[src/rtl/tx_arbiter.sv]
// tx_arbiter -- shares one acia_tx serial transmitter between NREQ byte-stream
// requesters. Arbitration is round-robin and the grant is held for a whole
// message (until a byte flagged req_last has been sent), so messages from
// different sources never interleave on the wire. A granted requester that
// stops presenting bytes loses the grant after LOCK_TO idle cycles.
//
// Ports
//   clk           system clock
//   reset         asynchronous, active-low reset
//   req_dat       byte from requester i on bits [8i+7:8i]
//   req_valid     requester i presents a byte
//   req_last      presented byte ends requester i's message (qualified by req_valid)
//   req_ready     accept strobe, only ever to the granted requester
//   grant         one-hot owner of the transmitter, zero when unowned
//   lock_timeout  one-cycle pulse when a grant is revoked by timeout
//   tx_dat        byte to acia_tx, stable from tx_start until the next capture
//   tx_start      one-cycle start strobe to acia_tx
//   tx_busy       acia_tx busy flag
module tx_arbiter #(
    parameter int NREQ    = 4,
    parameter int LOCK_TO = 480000
) (
    input  logic              clk,
    input  logic              reset,
    input  logic [8*NREQ-1:0] req_dat,
    input  logic [NREQ-1:0]   req_valid,
    input  logic [NREQ-1:0]   req_last,
    output logic [NREQ-1:0]   req_ready,
    output logic [NREQ-1:0]   grant,
    output logic              lock_timeout,
    output logic [7:0]        tx_dat,
    output logic              tx_start,
    input  logic              tx_busy
);

    localparam int PW = (NREQ > 1) ? $clog2(NREQ) : 1;
    localparam int CW = $clog2(LOCK_TO + 1);
    // Count value seen in the last idle ACCEPT cycle before revocation
    localparam logic [CW-1:0] TO_LAST = CW'(LOCK_TO - 1);

    typedef enum logic [2:0] {
        ST_IDLE    = 3'd0,
        ST_ACCEPT  = 3'd1,
        ST_START   = 3'd2,
        ST_WAIT_HI = 3'd3,
        ST_WAIT_LO = 3'd4
    } state_t;

    state_t          state_r;
    state_t          state_next_s;
    logic [NREQ-1:0] grant_r;
    logic [PW-1:0]   owner_r;
    logic [PW-1:0]   rr_ptr_r;
    logic [PW-1:0]   rr_next_s;
    logic [PW-1:0]   win_idx_s;
    logic [CW-1:0]   to_cnt_r;
    logic [7:0]      tx_dat_r;
    logic            last_r;
    logic            tx_start_r;
    logic            lock_timeout_r;
    logic [7:0]      own_dat_s;
    logic            own_valid_s;
    logic            own_last_s;
    logic            any_valid_s;
    logic            to_hit_s;
    logic [NREQ-1:0] req_ready_s;
    logic            accept_s;
    logic            timeout_s;
    logic            release_s;

    // First requester with req_valid set, searching upward from ptr with wrap
    function automatic logic [PW-1:0] rr_pick(input logic [NREQ-1:0] valid,
                                              input logic [PW-1:0]   ptr);
        logic [PW-1:0] pick;
        logic [PW-1:0] idx_p;
        logic          found;
        int            idx;
        pick  = ptr;
        found = 1'b0;
        for (int i = 0; i < NREQ; i++) begin
            idx = int'(ptr) + i;
            if (idx >= NREQ) begin
                idx = idx - NREQ;
            end else begin
                idx = idx;
            end
            idx_p = PW'(idx);
            if (!found && valid[idx_p]) begin
                found = 1'b1;
                pick  = idx_p;
            end else begin
                pick  = pick;
            end
        end
        return pick;
    endfunction

    // Owner's byte, selected through the one-hot grant
    always_comb begin
        own_dat_s = 8'h00;
        for (int i = 0; i < NREQ; i++) begin
            if (grant_r[i]) begin
                own_dat_s = own_dat_s | req_dat[8*i +: 8];
            end else begin
                own_dat_s = own_dat_s;
            end
        end
    end

    assign own_valid_s = |(req_valid & grant_r);
    assign own_last_s  = |(req_last & grant_r);
    assign any_valid_s = |req_valid;
    assign win_idx_s   = rr_pick(req_valid, rr_ptr_r);
    assign to_hit_s    = (to_cnt_r == TO_LAST);
    assign rr_next_s   = (owner_r == PW'(NREQ - 1)) ? {PW{1'b0}} : owner_r + PW'(1);

    // State register
    always_ff @(posedge clk or negedge reset) begin
        if (!reset) begin
            state_r <= ST_IDLE;
        end else begin
            state_r <= state_next_s;
        end
    end

    // Next-state logic
    always_comb begin
        state_next_s = state_r;
        case (state_r)
            ST_IDLE: begin
                if (any_valid_s) begin
                    state_next_s = ST_ACCEPT;
                end else begin
                    state_next_s = ST_IDLE;
                end
            end
            ST_ACCEPT: begin
                if (own_valid_s) begin
                    state_next_s = ST_START;
                end else if (to_hit_s) begin
                    state_next_s = ST_IDLE;
                end else begin
                    state_next_s = ST_ACCEPT;
                end
            end
            ST_START: begin
                state_next_s = ST_WAIT_HI;
            end
            ST_WAIT_HI: begin
                if (tx_busy) begin
                    state_next_s = ST_WAIT_LO;
                end else begin
                    state_next_s = ST_WAIT_HI;
                end
            end
            ST_WAIT_LO: begin
                if (tx_busy) begin
                    state_next_s = ST_WAIT_LO;
                end else if (last_r) begin
                    state_next_s = ST_IDLE;
                end else begin
                    state_next_s = ST_ACCEPT;
                end
            end
            default: begin
                state_next_s = ST_IDLE;
            end
        endcase
    end

    // Output decode: the accept strobe answers the owner's req_valid in the same cycle
    always_comb begin
        req_ready_s = {NREQ{1'b0}};
        accept_s    = 1'b0;
        timeout_s   = 1'b0;
        release_s   = 1'b0;
        case (state_r)
            ST_ACCEPT: begin
                req_ready_s = req_valid & grant_r;
                accept_s    = own_valid_s;
                timeout_s   = !own_valid_s && to_hit_s;
                release_s   = !own_valid_s && to_hit_s;
            end
            ST_WAIT_LO: begin
                release_s = !tx_busy && last_r;
            end
            default: begin
                req_ready_s = {NREQ{1'b0}};
            end
        endcase
    end

    // Grant, owner index and round-robin pointer
    always_ff @(posedge clk or negedge reset) begin
        if (!reset) begin
            grant_r  <= {NREQ{1'b0}};
            owner_r  <= {PW{1'b0}};
            rr_ptr_r <= {PW{1'b0}};
        end else if ((state_r == ST_IDLE) && any_valid_s) begin
            grant_r  <= {{(NREQ-1){1'b0}}, 1'b1} << win_idx_s;
            owner_r  <= win_idx_s;
            rr_ptr_r <= rr_ptr_r;
        end else if (release_s) begin
            grant_r  <= {NREQ{1'b0}};
            owner_r  <= owner_r;
            rr_ptr_r <= rr_next_s;
        end else begin
            grant_r  <= grant_r;
            owner_r  <= owner_r;
            rr_ptr_r <= rr_ptr_r;
        end
    end

    // Captured byte and its end-of-message flag
    always_ff @(posedge clk or negedge reset) begin
        if (!reset) begin
            tx_dat_r <= 8'h00;
            last_r   <= 1'b0;
        end else if (accept_s) begin
            tx_dat_r <= own_dat_s;
            last_r   <= own_last_s;
        end else begin
            tx_dat_r <= tx_dat_r;
            last_r   <= last_r;
        end
    end

    // Lock timeout counter: advances only on idle ACCEPT cycles, zero everywhere else
    always_ff @(posedge clk or negedge reset) begin
        if (!reset) begin
            to_cnt_r <= {CW{1'b0}};
        end else if ((state_r == ST_ACCEPT) && !own_valid_s && !to_hit_s) begin
            to_cnt_r <= to_cnt_r + CW'(1);
        end else begin
            to_cnt_r <= {CW{1'b0}};
        end
    end

    // Registered strobes toward acia_tx and the requesters
    always_ff @(posedge clk or negedge reset) begin
        if (!reset) begin
            tx_start_r     <= 1'b0;
            lock_timeout_r <= 1'b0;
        end else begin
            tx_start_r     <= (state_next_s == ST_START);
            lock_timeout_r <= timeout_s;
        end
    end

    assign req_ready    = req_ready_s;
    assign grant        = grant_r;
    assign lock_timeout = lock_timeout_r;
    assign tx_dat       = tx_dat_r;
    assign tx_start     = tx_start_r;

endmodule
[config.mk]
export PLATFORM = sky130hd
export DESIGN_NAME = tx_arbiter
export DESIGN_NICKNAME = d
export VERILOG_FILES = /design/src/rtl/tx_arbiter.sv
export SDC_FILE = /design/constraint.sdc
export NUM_CORES = 1
export LEC_CHECK = 0
export ABC_AREA = 1
export BUFFER_PORTS_ARGS = -buffer_cell sky130_fd_sc_hd__clkbuf_2
export CAP_MARGIN = 10
export CELL_PAD_IN_SITES_DETAIL_PLACEMENT = 1
export CELL_PAD_IN_SITES_GLOBAL_PLACEMENT = 1
export CORE_MARGIN = 5
export CORE_UTILIZATION = 30
export DETAILED_ROUTE_END_ITERATION = 7
export GPL_TIMING_DRIVEN = 0
export PLACE_DENSITY_LB_ADDON = 0.1
export RECOVER_POWER = 100
export SYNTH_ARGS = -nofsm -noshare
export SYNTH_HDL_FRONTEND = slang
export SYNTH_SLANG_ARGS = --single-unit
[constraint.sdc]
create_clock -name clk -period 2.94 [get_ports clk]
set_clock_uncertainty 0.1 [all_clocks]
set_input_delay 0.441 -clock clk [delete_from_list [all_inputs] [get_ports clk]]
set_output_delay 0.441 -clock clk [all_outputs]
set_load 0.01 [all_outputs]
### Word level (Yosys, flattened, before mapping)

Index checks and enable logic that the tools add are counted.

* memories: 0
* memory bits (writable): 0
* flip-flop bits (word level): 41
* input bits: 43
* latch bits: 0
* memory bits (read-only): 0
* word-level logic and storage cells: 98
* output and inout bits: 18

* multipliers: 0
* shift operators: 1
* reduce and logical (&&, ||, !) cells: 20
* mux-type cells: 38
* eq/ne operators: 7
* order comparisons: 8
* divide/modulo/power cells: 0
* $add $sub $neg: 9
* bitwise gates (word level): 6

Operator list (number)
* 8-bit 2-to-1 mux: 4
* 8-bit bitwise OR: 3
* 2-bit 2-to-1 mux: 10
* 19-bit by 1-bit adder with 19-bit output, second input constant: 1
* 19-bit equality test, second input constant: 1
* 19-bit 2-to-1 mux: 1
* 3-bit case mux with 5 select lines: 1
* 2-bit by 3-bit < comparator with 1-bit output, second input constant: 4
* 1-bit 2-to-1 mux: 12
* 4-bit 2-to-1 mux: 3
* 4-bit OR reduction: 3
* 3-bit by 2-bit equality test with 1-bit output, second input constant: 3
* 3-bit >= comparator, second input constant: 3
* 4-bit bitwise AND: 2
* 1-bit binary-select mux with 2-bit select: 4
* 1-bit logical AND: 8
* 2-bit by 1-bit subtractor with 2-bit output, second input constant: 4
* 2-bit by 2-bit adder with 3-bit output, second input constant: 2
* 1-bit zero test: 6
* 3-bit 2-to-1 mux: 2
* 1-bit by 2-bit << shifter with 4-bit output, first input constant: 1
* 2-bit by 1-bit adder with 3-bit output, second input constant: 1
* 3-bit by 1-bit equality test with 1-bit output, second input constant: 1
* 3-bit equality test, second input constant: 1
* 8 further kinds: 8

### Logic depth before layout (Yosys ltp)

* depth in word-level cells: 16
* gate-level depth with buffers: 15
* mapped depth without buffers: 14

### Worst setup path before layout

Ideal clock, no wire load.

* path type: reg2reg
* start: reg to_cnt_r[0]
* end: reg state_r[0]
* arrival: 1493 ps
* library setup time: 138 ps
* path slack: 1209 ps
* buffers on the path: 1
* cell stages (with the launch flop): 10
* data required time: 2702 ps
* clock period less this slack: 1731 ps
* cell sequence: dfrtp_1 -> ha_1 -> nand3_2 -> nor3_4 -> nand2_2 -> nor4_4 -> nor2_4 -> inv_2 -> buf_6 -> nand4_1

* cells in the longest elaborated chain, start to end: 4

Ends and longest elaborated chain
* from (decl): line 56 `logic [CW-1:0] to_cnt_r;`
* from (signal assigned): line 231 `to_cnt_r <= {CW{1'b0}};`
* from (signal assigned): line 233 `to_cnt_r <= to_cnt_r + CW'(1);`
* from (signal assigned): line 235 `to_cnt_r <= {CW{1'b0}};`
* 19-bit equality test: line 114 `assign to_hit_s = (to_cnt_r == TO_LAST);`
* 1-bit 2-to-1 mux: line 140 `end else if (to_hit_s) begin`
* 2-bit 2-to-1 mux: line 138 `if (own_valid_s) begin`
* 3-bit case mux with 5 select lines: line 129 `case (state_r)`
* via state_next_s[0]: line 50 `state_t state_next_s;`
* to (signal assigned): line 122 `state_r <= state_next_s;`
* to (decl): line 49 `state_t state_r;`

The timed path passes the listed nets, and every way through them passes these cells.
A chain may end at the register's enable or synchronous reset.

### Final worst setup path

Ends and elaborated chain as after synthesis.

==> metrics.md <==
| Metric | Value |
|---|---|
| Status | `finished, final reports clean` |
| Most frequent cells in the layout | `nand2_1 (97), dfrtp_1 (41), clkbuf_2 (41)` |
| Seq pwr share | `34.0%` |
| CTS clk-pin slew, worst paths | `0.08 ns` |
| Cells after Synth | `305` |
| #FFs+latches synth | `41` |
| Gr ovfl total | `0` |
| Wire length on met1 | `3.02 mm` |
| Worst skew pair latency | `0.29 ns` |
| Area Growth Syn to Fin | `20.8%` |
| Maximum VDD drop | `0.320 mV` |
| Area of the mapped netlist | `2350 um^2` |
| Synth unique cells | `32` |
| Psw | `0.00100 W` |
| Antenna violations before repair | `0` |
| Diode count | `0` |
| DR DRC count | `0` |
| Met3 wire length | `216 um` |
| Largest net degree at the start of global routing | `42` |
| Max frequency | `0.431 GHz` |
| Place WS | `0.870 ns` |
| RR Startpoint | `to_cnt_r[0]` |
| Longest Clk Path Bufs | `2` |
| Ranking of synthesized cells by area | `dfrtp_1 (44%), nand2_1 (15%), nor2_1 (4.9%)` |
| Clk pwr share | `20.8%` |
| Worst setup margin | `0.622 ns` |
| RePlAce Congestion | `0.762` |
| Endpoint type of the worst setup path | `flop` |
| CTS Root Cell | `clkbuf_8` |
| CTS H-tree lvls | `2` |
| Setup violators final | `0` |
| Initial Util | `30.6%` |
| Top sig layer | `met4` |
| Fin crit share | `78.8%` |
| Final Hold Violating Endpoints | `0` |
| CP startpoint | `to_cnt_r[0]` |
| Hold_buf cts | `0` |
| Placed Area | `2780 um^2` |
| First-pass GRT wire length | `11.4 mm` |
| Total clock buffers created by CTS | `5` |
| # clock sinks | `41` |
| Comb pwr share | `45.3%` |
| Register area share after synthesis | `43.6%` |
| Initial drt markers | `44` |
| Data arrival, critical path | `2.38 ns` |
| Routed wire length | `6.71 mm` |
| Critical Path RT | `3.00 ns` |
| Final nets | `418` |
| Routed vias | `2238` |
| Syn_nets | `350` |
| Minimum clock period | `2.32 ns` |
| Die height | `98.6 um` |
| Reg-to-Reg End | `state_r[0]` |
| Die area | `9720 um^2` |
| RSZ-0062 raised after global routing | `no` |
| Area of the multi-input gates | `1130 um^2` |
| Final Cell Area | `2840 um^2` |
| Register-to-Register Path Depth | `9` |
| Critical path launch point type | `flop` |
| Horiz. Die Dim | `98.6 um` |
| Routed wl met2 | `3.35 mm` |
| LEAKAGE | `1.37 nW` |
| Int Pwr | `0.00132 W` |
| Hold crit path type | `in2async` |
| R2r setup slk | `0.62 ns` |
| Setup TNS | `0 ns` |
| Power Density | `815 nW/um^2` |
| CTS tree | `done` |
| Synth warn | `0` |
| Placement Rows | `32` |
| Critical setup path kind | `reg2reg` |
| Utilization after layout | `37.0%` |
| WL/cell | `14.1 um` |
| Final antenna-violating net count | `0` |
| FF/Latch Area | `1030 um^2` |
| Drt first pass iters | `4` |
| Number of fill cells | `984` |
| MaxCap Viol Count | `0` |
| Slew headroom | `18.0%` |
| Leading area contributor after synthesis | `dfrtp_1` |
| Max Slew Vio Count | `0` |
| Share of the synthesized area in the top cell type | `43.6%` |
| Setup Fix Bufs, Post-CTS | `0` |
| Worst-Margin Slew | `1.23 ns` |
| Avg Inst Size Synth | `7.72 um^2` |
| Vias in the first global route | `2341` |
| IO Pins | `61` |
| Commonest non-fill, non-tap cell in the layout | `nand2_1` |
| Vias/cell | `4.70` |
| Share of layout cells above drive strength 1 | `15.8%` |
| Post-DP HPWL | `5.17 mm` |
| # resized after CTS | `0` |
| GRT Overall Usage | `14.6%` |
| Critical Path Fanout Max | `10` |
| Port Buffers | `60` |
| Switching part of the total | `43.2%` |
| Core area | `7690 um^2` |
[cell type report]
type / count / share of cell area (%)
Multi-Input combinational cell: 229 / 39.6
Sequential cell: 41 / 36.1
Timing Repair Buffer: 61 / 10.7
Tap cell: 102 / 4.49
Inverter: 27 / 3.74
Clock buffer: 7 / 3.04
Buffer: 8 / 1.32
Clock inverter: 1 / 1.06
[worst max-delay path by stage]
stage,end,slack (ns),cells past startpoint
CTS,state_r[0],0.85,9
finish,state_r[0],0.62,9
global placement,state_r[0],0.88,9
detailed placement,state_r[0],0.87,9
global route,state_r[0],0.42,9
floorplan,state_r[0],1.21,9
[routing by layer]
layer	global-route usage, %	vias up
li1	-	1147
met1	19.0	1050
met2	23.9	32
met3	3.68	9
met4	4.41	0
met5	0	-
[worst max-delay path, stage by stage, from the launching register on]
cell and delay [ns]:
dfrtp_1 0.39, ha_1 0.24, nand3_2 0.13, nor3_1 0.36, nand2_2 0.14, nor4_4 0.20
nor2_1 0.20, inv_1 0.17, buf_6 0.17, nand4_1 0.08
[state kept, by name, summed over array words and instances (netlist names)]
name,count
to_cnt_r,19
tx_dat,8
grant,4
state_r,3
owner_r,2
rr_ptr_r,2
last_r,1
lock_timeout,1
tx_start,1
[cells in the mapped netlist]
| cell | number |
|---|---|
| clkbuf_1 | 6 |
| a221oi_1 | 9 |
| nand4_1 | 10 |
| a21oi_1 | 7 |
| nor3b_1 | 2 |
| o21ai_0 | 16 |
| nand3_1 | 17 |
| o211ai_1 | 1 |
| inv_6 | 1 |
| ha_1 | 2 |
| xnor2_1 | 1 |
| nand2_2 | 6 |
| a22o_1 | 5 |
| dfrtp_1 | 41 |
| nand2_4 | 1 |
| nor2_1 | 31 |
| nand3_2 | 1 |
| nor3_1 | 8 |
| xor2_1 | 5 |
| nor3b_2 | 1 |
| inv_1 | 23 |
| nor4_1 | 2 |
| nor2_4 | 1 |
| buf_6 | 2 |
| nor3_2 | 2 |
| nand2_1 | 94 |
| inv_2 | 3 |
| nor2_2 | 2 |
| nand3b_1 | 1 |
| nor4_4 | 1 |
| nor3_4 | 1 |
| o21ai_1 | 2 |
[through the flow]
stage	total power [W]	hold WS (ns)	instances
finish	0.00232	0.280	476
CTS	0.00242	0.254	475
global placement	0.00191	0.353	467
floorplan	0.00156	0.0454	305
detailed placement	0.00193	0.375	467
global route	0.00255	0.317	476
[power by group through the flow]
stage               registers [W]  logic (W)  clock network (W)
global route             0.000803    0.00123           0.000518
CTS                      0.000794    0.00114           0.000495
finish                   0.000788    0.00105           0.000481
floorplan                0.000809   0.000754                  0
global placement         0.000799    0.00111                  0
detailed placement       0.000804    0.00113                  0
[cell families (layout without fill, tap and decap cells)]
kind of cell | after synthesis | count (layout) | synth area share, %
adder cells (fa/ha/maj) | 2 | 2 | 1.06
AO/OA/AOI/OAI | 40 | 40 | 10.8
XOR/XNOR | 6 | 6 | 2.23
flip-flops | 41 | 41 | 43.6
buffers and inverters | 35 | 104 | 6.43
AND/OR/NAND/NOR | 181 | 181 | 35.9
No activity file was read; power rests on OpenSTA's default activity.
